--- src/rtl/k_and_s_pkg.sv ---
// -----------------------------------------------------------------------------
// k_and_s_pkg
//   Shared types for the K&S CPU: the decoded opcode that data_path presents
//   to control_unit. Encoded in 5 bits so that codes outside the ISA exist
//   and are treated as NOP by the controller.
// -----------------------------------------------------------------------------
package k_and_s_pkg;

    typedef enum logic [4:0] {
        I_NOP    = 5'd0,
        I_LOAD   = 5'd1,
        I_STORE  = 5'd2,
        I_MOVE   = 5'd3,
        I_ADD    = 5'd4,
        I_SUB    = 5'd5,
        I_AND    = 5'd6,
        I_OR     = 5'd7,
        I_BRANCH = 5'd8,
        I_BZERO  = 5'd9,
        I_BNZERO = 5'd10,
        I_BNEG   = 5'd11,
        I_BNNEG  = 5'd12,
        I_BOV    = 5'd13,
        I_BNOV   = 5'd14,
        I_HALT   = 5'd15
    } decoded_instruction_type;

endpackage

--- src/rtl/control_unit.sv ---
// -----------------------------------------------------------------------------
// control_unit
//   Moore FSM sequencing fetch / decode / execute for the K&S CPU. Drives the
//   data_path control inputs and the RAM write strobe; reads back the decoded
//   opcode and the registered ALU flags.
//
//   Ports
//     clk, rst_n            clock (posedge) and async active-low reset
//     decoded_instruction   current IR opcode
//     zero_op, neg_op       registered zero / negative flags
//     unsigned_overflow     registered unsigned-overflow flag (no branch uses it)
//     signed_overflow       registered signed-overflow flag
//     branch                PC load select: 1 = mem_addr, 0 = PC+1
//     pc_enable             PC update strobe
//     ir_enable             IR load strobe
//     addr_sel              ram_addr select: 1 = mem_addr, 0 = PC
//     c_sel                 bus_c select: 1 = ALU, 0 = data_in
//     operation             ALU op: 00 OR, 01 ADD, 10 SUB, 11 AND
//     write_reg_enable      register-file write strobe
//     flags_reg_enable      flag-register update strobe
//     ram_write_enable      RAM write strobe
//     halt                  high while halted
//
//   MEM_RD_LAT: RAM read latency in cycles, legal 0..3.
//
//   state  | meaning
//   -------+--------------------------------------------------------------
//   START  | first cycle after reset, everything idle
//   FETCH  | PC on ram_addr for MEM_RD_LAT+1 cycles, IR loads in the last
//   DECODE | IR stable, flags sampled, execute path chosen
//   LOAD   | mem_addr on ram_addr, register write in the last cycle
//   STORE  | operand onto data_out, RAM write in the second cycle
//   ALU    | one-cycle ALU op (or MOVE) into the register file
//   TAKE   | PC <= mem_addr
//   NEXT   | PC <= PC+1
//   HALT   | terminal, only reset leaves
// -----------------------------------------------------------------------------
module control_unit
    import k_and_s_pkg::*;
#(
    parameter int MEM_RD_LAT = 1
) (
    input  logic                    clk,
    input  logic                    rst_n,
    input  decoded_instruction_type decoded_instruction,
    input  logic                    zero_op,
    input  logic                    neg_op,
    input  logic                    unsigned_overflow,
    input  logic                    signed_overflow,
    output logic                    branch,
    output logic                    pc_enable,
    output logic                    ir_enable,
    output logic                    addr_sel,
    output logic                    c_sel,
    output logic [1:0]              operation,
    output logic                    write_reg_enable,
    output logic                    flags_reg_enable,
    output logic                    ram_write_enable,
    output logic                    halt
);

    typedef enum logic [3:0] {
        S_START,
        S_FETCH,
        S_DECODE,
        S_LOAD,
        S_STORE,
        S_ALU,
        S_TAKE,
        S_NEXT,
        S_HALT
    } state_t;

    localparam logic [1:0] RD_LAST = 2'(MEM_RD_LAT);

    state_t     state;
    state_t     next_state;
    logic [1:0] wait_cnt;
    logic [1:0] next_wait_cnt;
    logic       rd_last;
    logic       cond_true;

    // No K&S branch tests the unsigned-overflow flag.
    logic unused_flag;
    assign unused_flag = unsigned_overflow;

    assign rd_last = (wait_cnt == RD_LAST);

    // Counter restarts on every state change; HALT never needs it.
    assign next_wait_cnt = ((next_state != state) || (state == S_HALT)) ? 2'd0
                                                                        : wait_cnt + 2'd1;

    always_ff @(posedge clk or negedge rst_n) begin
        if (!rst_n) begin
            state    <= S_START;
            wait_cnt <= 2'd0;
        end else begin
            state    <= next_state;
            wait_cnt <= next_wait_cnt;
        end
    end

    always_comb begin
        cond_true = 1'b0;
        case (decoded_instruction)
            I_BRANCH: cond_true = 1'b1;
            I_BZERO:  cond_true = zero_op;
            I_BNZERO: cond_true = !zero_op;
            I_BNEG:   cond_true = neg_op;
            I_BNNEG:  cond_true = !neg_op;
            I_BOV:    cond_true = signed_overflow;
            I_BNOV:   cond_true = !signed_overflow;
            default:  cond_true = 1'b0;
        endcase
    end

    always_comb begin
        next_state       = state;
        branch           = 1'b0;
        pc_enable        = 1'b0;
        ir_enable        = 1'b0;
        addr_sel         = 1'b0;
        c_sel            = 1'b0;
        operation        = 2'b00;
        write_reg_enable = 1'b0;
        flags_reg_enable = 1'b0;
        ram_write_enable = 1'b0;
        halt             = 1'b0;

        case (state)
            S_START: begin
                next_state = S_FETCH;
            end

            S_FETCH: begin
                if (rd_last) begin
                    ir_enable  = 1'b1;
                    next_state = S_DECODE;
                end
            end

            S_DECODE: begin
                case (decoded_instruction)
                    I_LOAD:  next_state = S_LOAD;
                    I_STORE: next_state = S_STORE;
                    I_MOVE, I_ADD, I_SUB, I_AND, I_OR:
                             next_state = S_ALU;
                    I_HALT:  next_state = S_HALT;
                    I_BRANCH, I_BZERO, I_BNZERO, I_BNEG, I_BNNEG, I_BOV, I_BNOV:
                             next_state = cond_true ? S_TAKE : S_NEXT;
                    default: next_state = S_NEXT;
                endcase
            end

            S_LOAD: begin
                addr_sel = 1'b1;
                if (rd_last) begin
                    write_reg_enable = 1'b1;
                    next_state       = S_NEXT;
                end
            end

            S_STORE: begin
                addr_sel = 1'b1;
                if (wait_cnt == 2'd1) begin
                    ram_write_enable = 1'b1;
                    next_state       = S_NEXT;
                end
            end

            S_ALU: begin
                c_sel            = 1'b1;
                write_reg_enable = 1'b1;
                next_state       = S_NEXT;
                case (decoded_instruction)
                    I_ADD: begin
                        operation        = 2'b01;
                        flags_reg_enable = 1'b1;
                    end
                    I_SUB: begin
                        operation        = 2'b10;
                        flags_reg_enable = 1'b1;
                    end
                    I_AND: begin
                        operation        = 2'b11;
                        flags_reg_enable = 1'b1;
                    end
                    I_OR: begin
                        operation        = 2'b00;
                        flags_reg_enable = 1'b1;
                    end
                    // MOVE: a|a passes rA through unchanged, flags untouched.
                    default: operation = 2'b00;
                endcase
            end

            S_TAKE: begin
                addr_sel   = 1'b1;
                branch     = 1'b1;
                pc_enable  = 1'b1;
                next_state = S_FETCH;
            end

            S_NEXT: begin
                pc_enable  = 1'b1;
                next_state = S_FETCH;
            end

            S_HALT: begin
                halt = 1'b1;
            end

            default: begin
                next_state = S_START;
            end
        endcase
    end

endmodule

--- config.mk ---
export PLATFORM = sky130hd
export DESIGN_NAME = control_unit
export DESIGN_NICKNAME = d
export VERILOG_FILES = /design/src/rtl/k_and_s_pkg.sv /design/src/rtl/control_unit.sv
export SDC_FILE = /design/constraint.sdc
export NUM_CORES = 1
export LEC_CHECK = 0
export BUFFER_PORTS_ARGS = -buffer_cell sky130_fd_sc_hd__buf_2
export CELL_PAD_IN_SITES_DETAIL_PLACEMENT = 0
export CELL_PAD_IN_SITES_GLOBAL_PLACEMENT = 1
export CORE_MARGIN = 2
export CORE_UTILIZATION = 35
export CTS_BUF_LIST = sky130_fd_sc_hd__clkbuf_16
export DETAILED_ROUTE_END_ITERATION = 10
export GPL_ROUTABILITY_DRIVEN = 0
export PLACE_DENSITY_LB_ADDON = 0.1
export SETUP_SLACK_MARGIN = 0.4
export SYNTH_ARGS = -nofsm -noshare
export SYNTH_HDL_FRONTEND = slang
export SYNTH_SLANG_ARGS = --single-unit
--- constraint.sdc ---
create_clock -name clk -period 2.05 [get_ports clk]
set_input_delay 0.41 -clock clk [delete_from_list [all_inputs] [get_ports clk]]
set_output_delay 0.41 -clock clk [all_outputs]
set_load 0.02 [all_outputs]
==> results.toml <==
[run]
max-cap-violations = 0

[finish]
final_cell_mix = "buf_2, buf_4, buf_6"
areaGrowthSynthToFinish_pct = 61.2
diodes = 0
drive_above_1_share = 0.558
fin_cells = 140
final_common_cell = "buf_2"
nets = 127
fillers = 188

[place]
hpwl_um = 1270
port_buffers = 20
placedCellCount = 130
dp_slack_ns = 0.273

[hold_path]
hold_class = "primary input to async pin"

[setup_path]
worst-endpoint-required_ns = 1.64
startpoint_type = "flip-flop"
cp-end-kind = "output port"
critPathKind = "flip-flop to output port"
path_max_fanout = 6
r2r-start = "wait_cnt[0]"
arrival_ns = 1.35
crit_start = "state[1]"

[yosys]
avgSynthCellArea_sq_um = 8.06
synth_edf_count = 0
ys.flop_type = "dfrtp_1"
ys_seq_elements = 6
synth_nets = 98
netlist_instances = 86
async_flop_share = 1.00
synth-seq-area-share = 0.217
syn_area_sq_um = 693
yosys.cell_types.count = 41
yosysWarnings = 0

[power]
ir_drop_v = 0.000801
cellPowerDensity_nw_per_um2 = 1260
p_leak_nw = 0.518

[floorplanning]
ioPinCount = 22
rows = 16
dieArea_sq_um = 2350
start_util = 0.361
design.core.area_sq_um = 1920
dieWidth_um = 48.5
die_h_um = 48.5

[timing]
fin_crit_ns = 1.76
final_max_slew_viol_count = 0
finalSetupViolCount = 0
tns_ns = 0
rsz0062_at_grt = "yes"
fin_skew_ns = 0.000551
hold_viol = 0
fin_crit_sh = 0.858
tightest_slew_ns = 0.333
maxSlewHeadroom = 0.777
setup_ws_ns = 0.292
max_freq_ghz = 0.569

[clock_network]
cts_hold_buf = 0
cts-root-buf = "clkbuf_16"
cts_tree = "done"
clk_pin_slew_worst_paths_ns = 0.03
htree_levels = 1
cts.path.max_buffers = 2
cts_sinks = 6
numCtsBuffers = 3
clk_latency_ns = 0.23

[global_route]
grt_max_degree = 14
overflow = 0
grt.total_usage = 0.169
grt_pass1_wl_um = 3160
grt_pass1_vias = 714
antenna_found_initial = 0

[routing]
via_per_inst = 5.22
initialDrtViolationCount = 5
avgRoutedWirePerCell_um = 13.1
dr_total_vias = 731
drcViolationCount = 0
drt-total-wl_um = 1830
drtAntennaViolNets = 0
dr.pass1.iters = 4

[run_status]
status = "finished, final reports clean"
==> where the power goes <==
part | switching, mW | total (mW) | internal (mW)
clock | 0.0668 | 0.317 | 0.250
combinational | 0.400 | 0.862 | 0.462
sequential | 0.0617 | 0.228 | 0.166
==> final timing paths <==
path	endpoint	slack (ns)	cells past startpoint
hold reg to reg	wait_cnt[0]	0.58	3
setup reg to reg	wait_cnt[0]	0.57	6
max in group asynchronous	state[1]	1.89	1
hold / removal	wait_cnt[1]	0.002	1
setup / recovery	operation[1]	0.29	4
min in group clk	wait_cnt[0]	0.58	3
==> registers in the layout, summed over array words and instances, names as in the netlist <==
register,flops
wait_cnt,2
state,4
==> logic make-up (layout without fill, tap and decap cells) <==
kind of cell,after synthesis,count (layout),share of synthesized area
AOI/OAI and AO/OA,22,22,0.253
xor gates and xnor gates,1,1,0.0126
adders and majority gates,1,1,0.0180
buffers and inverters,15,42,0.108
DFF,6,6,0.217
muxes,3,3,0.0505
and+or+nand+nor,38,38,0.341
==> cells in the mapped netlist, drive strengths merged, types with 3 or more instances <==
cell / number / share of area
a21oi: 3 / 0.022
buf: 5 / 0.054
clkbuf: 4 / 0.022
dfrtp: 6 / 0.22
inv: 6 / 0.032
nand2: 3 / 0.016
nand2b: 5 / 0.045
nor2: 8 / 0.043
nor2b: 4 / 0.036
nor3: 5 / 0.036
nor3b: 3 / 0.040
o21ai: 3 / 0.027
==> per-stage QoR <==
stage | util | total power [mW] | instance area (sq um) | hold WS, ns
finish | 0.581 | 1.41 | 1120 | 0.00214
global route | 0.581 | 1.51 | 1120 | 0.00387
global placement | 0.456 | 0.856 | 876 | 0.240
floorplan | - | 0.694 | 751 | 0.114
detailed placement | 0.456 | 0.863 | 876 | 0.240
CTS | 0.563 | 1.36 | 1080 | 0.00498
==> area by class of cell <==
type | count | area [sq um] | area share
Multi-Input combinational cell | 65 | 594 | 0.532
Timing Repair Buffer | 33 | 239 | 0.214
Sequential cell | 6 | 153 | 0.137
Clock buffer | 3 | 75.1 | 0.0672
Tap cell | 27 | 33.8 | 0.0302
Inverter | 6 | 22.5 | 0.0202
==> repair_timing <==
action	in CTS	in global routing
buffers inserted	6	1
setup endpoints to repair	10	10
gates resized for setup	23	8
pin swaps	5	3
==> per-layer routing <==
| layer | share of wire | GRT usage | up-vias | wire length (um) |
|---|---|---|---|---|
| met4 | 0 | 0.0143 | 0 | 0 |
| met1 | 0.46 | 0.236 | 347 | 846 |
| li1 | - | - | 369 | - |
| met5 | 0 | 0 | - | 0 |
| met2 | 0.49 | 0.266 | 15 | 900 |
| met3 | 0.044 | 0.0525 | 0 | 80 |
==> worst max-delay path, cell delays in order, from the launching register on <==
cell and delay [ns]:
dfrtp_2 0.44, and4bb_4 0.34, nand3_4 0.11, nor2_4 0.10
buf_6 0.12
No activity file was read; power rests on OpenSTA's default activity.
